==> src/rtl/ntt_sequencer_pkg.sv <==
// Shared definitions for the NTT sequencer: arith-unit opcodes and FSM state encoding.
package ntt_sequencer_pkg;

    localparam logic [2:0] OP_ADD  = 3'b000;
    localparam logic [2:0] OP_MUL  = 3'b001;
    localparam logic [2:0] OP_SUB  = 3'b010;
    localparam logic [2:0] OP_BFLY = 3'b011;
    localparam logic [2:0] OP_ROM  = 3'b100;

    typedef enum logic [2:0] {
        IDLE  = 3'd0,
        READ  = 3'd1,
        EXEC  = 3'd2,
        WRITE = 3'd3,
        DONE  = 3'd4
    } state_e;

endpackage

==> src/rtl/ntt_addr_gen.sv <==
// Combinational butterfly address map: (stage s, butterfly b) -> operand pair and twiddle index.
module ntt_addr_gen #(
    parameter int LOG_N = 3
) (
    input  logic [LOG_N-1:0] s,
    input  logic [LOG_N-1:0] b,
    output logic [LOG_N-1:0] addr_a,
    output logic [LOG_N-1:0] addr_b,
    output logic [LOG_N-1:0] tw_addr
);

    localparam logic [LOG_N-1:0] ONE    = LOG_N'(1);
    localparam logic [LOG_N-1:0] LAST_S = LOG_N'(LOG_N - 1);

    logic [LOG_N-1:0] m;
    logic [LOG_N-1:0] j;
    logic [LOG_N-1:0] g;

    // m is a power of two, so mod/div by m reduce to a mask and a shift.
    always_comb begin
        m       = ONE << s;
        j       = b & (m - ONE);
        g       = b >> s;
        addr_a  = (g << (s + ONE)) | j;
        addr_b  = addr_a + m;
        tw_addr = j << (LAST_S - s);
    end

endmodule

==> src/rtl/ntt_sequencer.sv <==
// In-place radix-2 NTT sequencer: walks stages/butterflies as READ -> EXEC -> WRITE.
// Optional abort input enabled by defining NTT_SEQ_ABORT_EN.
module ntt_sequencer
    import ntt_sequencer_pkg::*;
#(
    parameter int LOG_N = 3,
    parameter int W     = 64
) (
    input  logic             clk,
    input  logic             rst,
`ifdef NTT_SEQ_ABORT_EN
    input  logic             abort,
`endif
    input  logic             start,
    output logic             busy,
    output logic             done,
    input  logic [W-1:0]     cfg_q,
    input  logic [W-1:0]     cfg_mu,
    output logic [W-1:0]     op_q,
    output logic [W-1:0]     op_mu,
    output logic             rd_en,
    output logic [LOG_N-1:0] rd_addr_a,
    output logic [LOG_N-1:0] rd_addr_b,
    input  logic [W-1:0]     rd_data_a,
    input  logic [W-1:0]     rd_data_b,
    output logic             wr_en,
    output logic [LOG_N-1:0] wr_addr_a,
    output logic [LOG_N-1:0] wr_addr_b,
    output logic [W-1:0]     wr_data_a,
    output logic [W-1:0]     wr_data_b,
    output logic [2:0]       opcode,
    output logic [W-1:0]     op_a,
    output logic [W-1:0]     op_b,
    output logic [W-1:0]     op_w,
    input  logic [W-1:0]     res_in_1,
    input  logic [W-1:0]     res_in_2,
    output logic [LOG_N-1:0] tw_addr,
    input  logic [W-1:0]     tw_data
);

    localparam int               HALF   = (1 << LOG_N) / 2;
    localparam logic [LOG_N-1:0] LAST_S = LOG_N'(LOG_N - 1);
    localparam logic [LOG_N-1:0] LAST_B = LOG_N'(HALF - 1);

    state_e           state_q, state_d;
    logic [LOG_N-1:0] s_q, s_d;
    logic [LOG_N-1:0] b_q, b_d;
    logic [W-1:0]     mod_q_q, mod_q_d;
    logic [W-1:0]     mod_mu_q, mod_mu_d;
    logic [LOG_N-1:0] gen_addr_a, gen_addr_b, gen_tw;
    logic             abort_act;

`ifdef NTT_SEQ_ABORT_EN
    assign abort_act = abort;
`else
    assign abort_act = 1'b0;
`endif

    ntt_addr_gen #(.LOG_N(LOG_N)) u_addr_gen (
        .s       (s_q),
        .b       (b_q),
        .addr_a  (gen_addr_a),
        .addr_b  (gen_addr_b),
        .tw_addr (gen_tw)
    );

    always_ff @(posedge clk) begin
        if (rst) begin
            state_q  <= IDLE;
            s_q      <= '0;
            b_q      <= '0;
            mod_q_q  <= '0;
            mod_mu_q <= '0;
        end else begin
            state_q  <= state_d;
            s_q      <= s_d;
            b_q      <= b_d;
            mod_q_q  <= mod_q_d;
            mod_mu_q <= mod_mu_d;
        end
    end

    assign op_q  = mod_q_q;
    assign op_mu = mod_mu_q;

    always_comb begin
        state_d   = state_q;
        s_d       = s_q;
        b_d       = b_q;
        mod_q_d   = mod_q_q;
        mod_mu_d  = mod_mu_q;
        busy      = 1'b0;
        done      = 1'b0;
        rd_en     = 1'b0;
        rd_addr_a = '0;
        rd_addr_b = '0;
        wr_en     = 1'b0;
        wr_addr_a = '0;
        wr_addr_b = '0;
        wr_data_a = '0;
        wr_data_b = '0;
        opcode    = OP_ADD;
        op_a      = '0;
        op_b      = '0;
        op_w      = '0;
        tw_addr   = '0;

        case (state_q)
            IDLE: begin
                if (start) begin
                    mod_q_d  = cfg_q;
                    mod_mu_d = cfg_mu;
                    s_d      = '0;
                    b_d      = '0;
                    state_d  = READ;
                end
            end
            READ: begin
                busy      = 1'b1;
                rd_en     = 1'b1;
                rd_addr_a = gen_addr_a;
                rd_addr_b = gen_addr_b;
                tw_addr   = gen_tw;
                state_d   = EXEC;
            end
            EXEC: begin
                busy    = 1'b1;
                opcode  = OP_BFLY;
                op_a    = rd_data_a;
                op_b    = rd_data_b;
                op_w    = tw_data;
                tw_addr = gen_tw;
                state_d = WRITE;
            end
            WRITE: begin
                busy      = 1'b1;
                // A reset or abort arriving this cycle must not let the write land.
                wr_en     = ~rst & ~abort_act;
                wr_addr_a = gen_addr_a;
                wr_addr_b = gen_addr_b;
                wr_data_a = res_in_1;
                wr_data_b = res_in_2;
                if (s_q == LAST_S && b_q == LAST_B) begin
                    state_d = DONE;
                end else begin
                    state_d = READ;
                    if (b_q == LAST_B) begin
                        b_d = '0;
                        s_d = s_q + LOG_N'(1);
                    end else begin
                        b_d = b_q + LOG_N'(1);
                    end
                end
            end
            DONE: begin
                done    = 1'b1;
                state_d = IDLE;
            end
            default: state_d = IDLE;
        endcase

        if (abort_act && busy) begin
            state_d = IDLE;
        end
    end

endmodule

==> config.mk <==
export PLATFORM = sky130hd
export DESIGN_NAME = ntt_sequencer
export DESIGN_NICKNAME = d
export VERILOG_FILES = /design/src/rtl/ntt_sequencer_pkg.sv /design/src/rtl/ntt_addr_gen.sv /design/src/rtl/ntt_sequencer.sv
export SDC_FILE = /design/constraint.sdc
export NUM_CORES = 1
export LEC_CHECK = 0
export ABC_AREA = 1
export BUFFER_PORTS_ARGS = -buffer_cell sky130_fd_sc_hd__clkbuf_2
export CORE_AREA = 2 2 362 364
export CTS_CLUSTER_DIAMETER = 150
export DETAILED_ROUTE_END_ITERATION = 8
export DIE_AREA = 0 0 364 366
export GPL_TIMING_DRIVEN = 0
export PLACE_DENSITY = 0.3
export REMOVE_ABC_BUFFERS = 1
export SYNTH_ARGS = -nofsm -noshare
export SYNTH_HDL_FRONTEND = slang
export SYNTH_SLANG_ARGS = --single-unit
==> constraint.sdc <==
create_clock -name clk -period 3 [get_ports clk]
set_clock_uncertainty 0.1 [all_clocks]
set_input_delay 0.6 -clock clk [delete_from_list [all_inputs] [get_ports clk]]
set_output_delay 0.6 -clock clk [all_outputs]
set_load 0.005 [all_outputs]
==> flow_metrics.env <==
export IMPL_ys_async_sr_fraction_pct=0
export IMPL_drive_above_1_share_pct=45.9
export IMPL_ys_seq_area_share_pct=35.1
export IMPL_yosysMostFrequentCell="nor2_1"
export IMPL_layout_nets=2726
export IMPL_crit_arrival_ns=2.78
export IMPL_synth_edf_count=0
export IMPL_status="finished, violations left"
export IMPL_grt_max_degree=102
export IMPL_die_x_um=364
export IMPL_vdd_drop_max_mv=0.504
export IMPL_hold_depth=3
export IMPL_crit_path_cell_trace="buf_6, buf_4, buf_4, nand2_1, o21ai_2, a21oi_4, fa_2, inv_2, xor2_2, inv_1, nand3_1, nand2_2, nor2_4, buf_2"
export IMPL_synth_cell_types=21
export IMPL_track_usage_pct=10.4
export IMPL_nFillCells=15305
export IMPL_core_area_sq_um=129000
export IMPL_place_ws_ns=-0.624
export IMPL_hold_viol_final=0
export IMPL_pin_count=921
export IMPL_drc=0
export IMPL_port_buffers=919
export IMPL_avgViaCountPerCell=2.88
export IMPL_clk_pin_slew_ns=0.09
export IMPL_ys_top_cells_by_count="nor2_1 (355), inv_1 (344), nand2_1 (287)"
export IMPL_syn_instance_count=1379
export IMPL_powerDensity_nw_per_um2=406
export IMPL_rr_worst_depth=7
export IMPL_dp_hpwl_mm=60.2
export IMPL_max_freq_mhz=287
export IMPL_leakagePower_nw=9.00
export IMPL_reg2reg_slack_ns=0.08
export IMPL_grt_pass1_vias=11147
export IMPL_die_area_sq_um=133000
export IMPL_drtIter0Drc=432
export IMPL_setup_viol=4
export IMPL_yosysWarnings=0
export IMPL_synthTopCellsByArea="dfxtp_1 (35%), nor2_1 (17%), inv_1 (17%)"
export IMPL_finalSetupTns_ns=-1.30
export IMPL_netlist_area_sq_um=7820
export IMPL_synth_avg_cell_area_sq_um=5.67
export IMPL_ant_nets=0
export IMPL_cpMaxStageDelayCell="dfxtp_4"
export IMPL_dr_pass1_iters=4
export IMPL_final_period_utilization_pct=116
export IMPL_hold_worst_slack_ns=0.213
export IMPL_yosysTopAreaCell="dfxtp_1"
export IMPL_cp_end_kind="primary output"
export IMPL_crit_type="reg -> out"
export IMPL_cp_required_ns=2.30
export IMPL_violations="negative setup slack"
export IMPL_relSlewSlack_pct=49.6
export IMPL_area_delta_synth_final_pct=99.5
export IMPL_timing_rr_start="state_q[0]$_SDFFE_PP0N_"
export IMPL_hold_path_class="in -> reg"
export IMPL_cp_depth=14
export IMPL_crit_top_cell="buf_4"
export IMPL_rsz0062_at_grt="true"
export IMPL_whs_endpoint="op_q[32]$_SDFFE_PP0P_"
export IMPL_r2r_end="op_mu[35]$_SDFFE_PP0P_"
export IMPL_ys_flop_type="dfxtp_1"
export IMPL_synth_seq_cells=137
export IMPL_wl_per_cell_um=18.1
export IMPL_max_stage_delay_ns=0.44
export IMPL_worst_pin_slew_ns=0.756
export IMPL_die_h_um=366
export IMPL_numCtsBuffers=17
export IMPL_htree_levels=4
export IMPL_start_kind="flop"
export IMPL_path_delay_family="buffers and inverters"
export IMPL_grt_antenna_before_repair=35
export IMPL_clock_sinks=137
export IMPL_multi_input_area_sq_um=3650
export IMPL_rows=132
export IMPL_gp_congestion=0.864
export IMPL_grt_ovfl_total=0
export IMPL_cp_max_fo=5
export IMPL_routed_wl_mm=72.9
export IMPL_fin_ws_ns=-0.480
export IMPL_report_final_slew_viol_count=0
export IMPL_grt_pass1_wl_mm=94.3
export IMPL_yosysTopAreaCellShare_pct=35.1
export IMPL_maxCapViolations=0
export IMPL_cts_tree="yes"
export IMPL_crit_buf_inv=6
export IMPL_seq_area_sq_um=2760
export IMPL_start_util_pct=6.06
export IMPL_hold_start="cfg_q[32]"
export IMPL_insertion_delay_ns=0.51
export IMPL_cts_buffer_depth=2
export IMPL_vias=11597
export IMPL_clockRootBuffer="clkbuf_16"
export IMPL_fin_crit_ns=3.48
-- worst register-to-register path, stage by stage (launching register included) --
cell and delay [ns]:
dfxtp_4 0.43, nor2_1 0.24, nand3_4 0.56, buf_16 0.52
inv_16 0.25, buf_16 0.33, nand2_1 0.29, a21oi_1 0.14
-- cell type report --
class                           count  share of cell area [%]
Clock buffer                       21                    2.95
Inverter                          347                    8.53
Clock inverter                     11                   0.866
Multi-Input combinational cell    817                    23.4
Tap cell                         1742                    14.0
Antenna cell                       10                   0.160
Sequential cell                   137                    17.7
Timing Repair Buffer              948                    32.5
-- layout by cell type, fill, tap and decap left out, drive strengths merged --
| master | netlist | layout |
|---|---|---|
| diode | 0 | 10 |
| xor2 | 1 | 1 |
| a211oi | 1 | 1 |
| a21oi | 139 | 139 |
| conb | 1 | 1 |
| clkinvlp | 0 | 2 |
| nand3 | 7 | 7 |
| bufbuf | 0 | 2 |
| nor2 | 355 | 355 |
| fa | 1 | 1 |
| buf | 64 | 29 |
| nor3 | 4 | 4 |
| ha | 6 | 6 |
| nor4 | 1 | 1 |
| clkbuf | 18 | 938 |
| o21ai | 8 | 8 |
| nand2 | 287 | 291 |
| dfxtp | 137 | 137 |
| bufinv | 0 | 2 |
| nand4 | 2 | 2 |
| clkinv | 0 | 2 |
| inv | 347 | 352 |
-- registers in the layout, indices dropped and copies added, names as in the netlist --
signal / count
b_q: 3
op_mu: 64
op_q: 64
s_q: 3
state_q: 3
-- kinds of logic (layout without fill, tap and decap cells) --
family / count (synthesis) / in the layout / synth area share [%]
simple gates: 656 / 660 / 31.9
flops: 137 / 137 / 35.1
compound gates: 148 / 148 / 9.50
xor+xnor: 1 / 1 / 0.112
buf+inv: 429 / 1327 / 22.1
other cells: 1 / 11 / 0.0479
fa+ha+maj: 7 / 7 / 1.22
-- power breakdown --
group	internal, mW	total [mW]	switching (mW)
logic	0.784	1.90	1.12
clock network	1.28	2.37	1.08
registers	1.96	2.07	0.105
-- metrics by stage --
step | instances | util [%] | power, mW | instance area [sq um]
after CTS | 4016 | 12.0 | 6.56 | 15400
after global routing | 4027 | 12.1 | 6.82 | 15600
after floorplan | 1297 | - | 2.76 | 7390
after detailed placement | 3965 | 11.2 | 3.84 | 14400
after global placement | 3958 | 11.0 | 3.92 | 14200
final | 4033 | 12.1 | 6.34 | 15600
-- routing by layer --
| layer | vias to the layer above | wire, um | track usage (%) | part of all wire, % |
|---|---|---|---|---|
| li1 | 5703 | - | - | - |
| met1 | 5195 | 28500 | 11.4 | 39 |
| met2 | 587 | 35000 | 18.3 | 48 |
| met3 | 100 | 6690 | 4.05 | 9.2 |
| met4 | 12 | 2700 | 3.27 | 3.7 |
| met5 | - | 80 | 0 | 0.11 |
-- what timing repair did --
item,CTS,global route
hold buffers,0,0
cloned,5,2
setup buffers,14,5
gates resized for setup,77,22
endpoints found under the setup margin,322,117
pin swaps,9,10
-- how the worst max path moves through the flow --
stage                       startpoint                    end
3_5_place_dp       s_q[0]$_SDFFE_PP0P_           rd_addr_b[2]
5_1_grt            s_q[0]$_SDFFE_PP0P_           wr_addr_b[2]
6_report           s_q[0]$_SDFFE_PP0P_           rd_addr_b[2]
3_3_place_gp                     start  op_q[45]$_SDFFE_PP0P_
2_1_floorplan  state_q[2]$_SDFFE_PP0N_             tw_addr[1]
4_1_cts            s_q[0]$_SDFFE_PP0P_           wr_addr_b[2]
(Power assumes the default switching activity.)
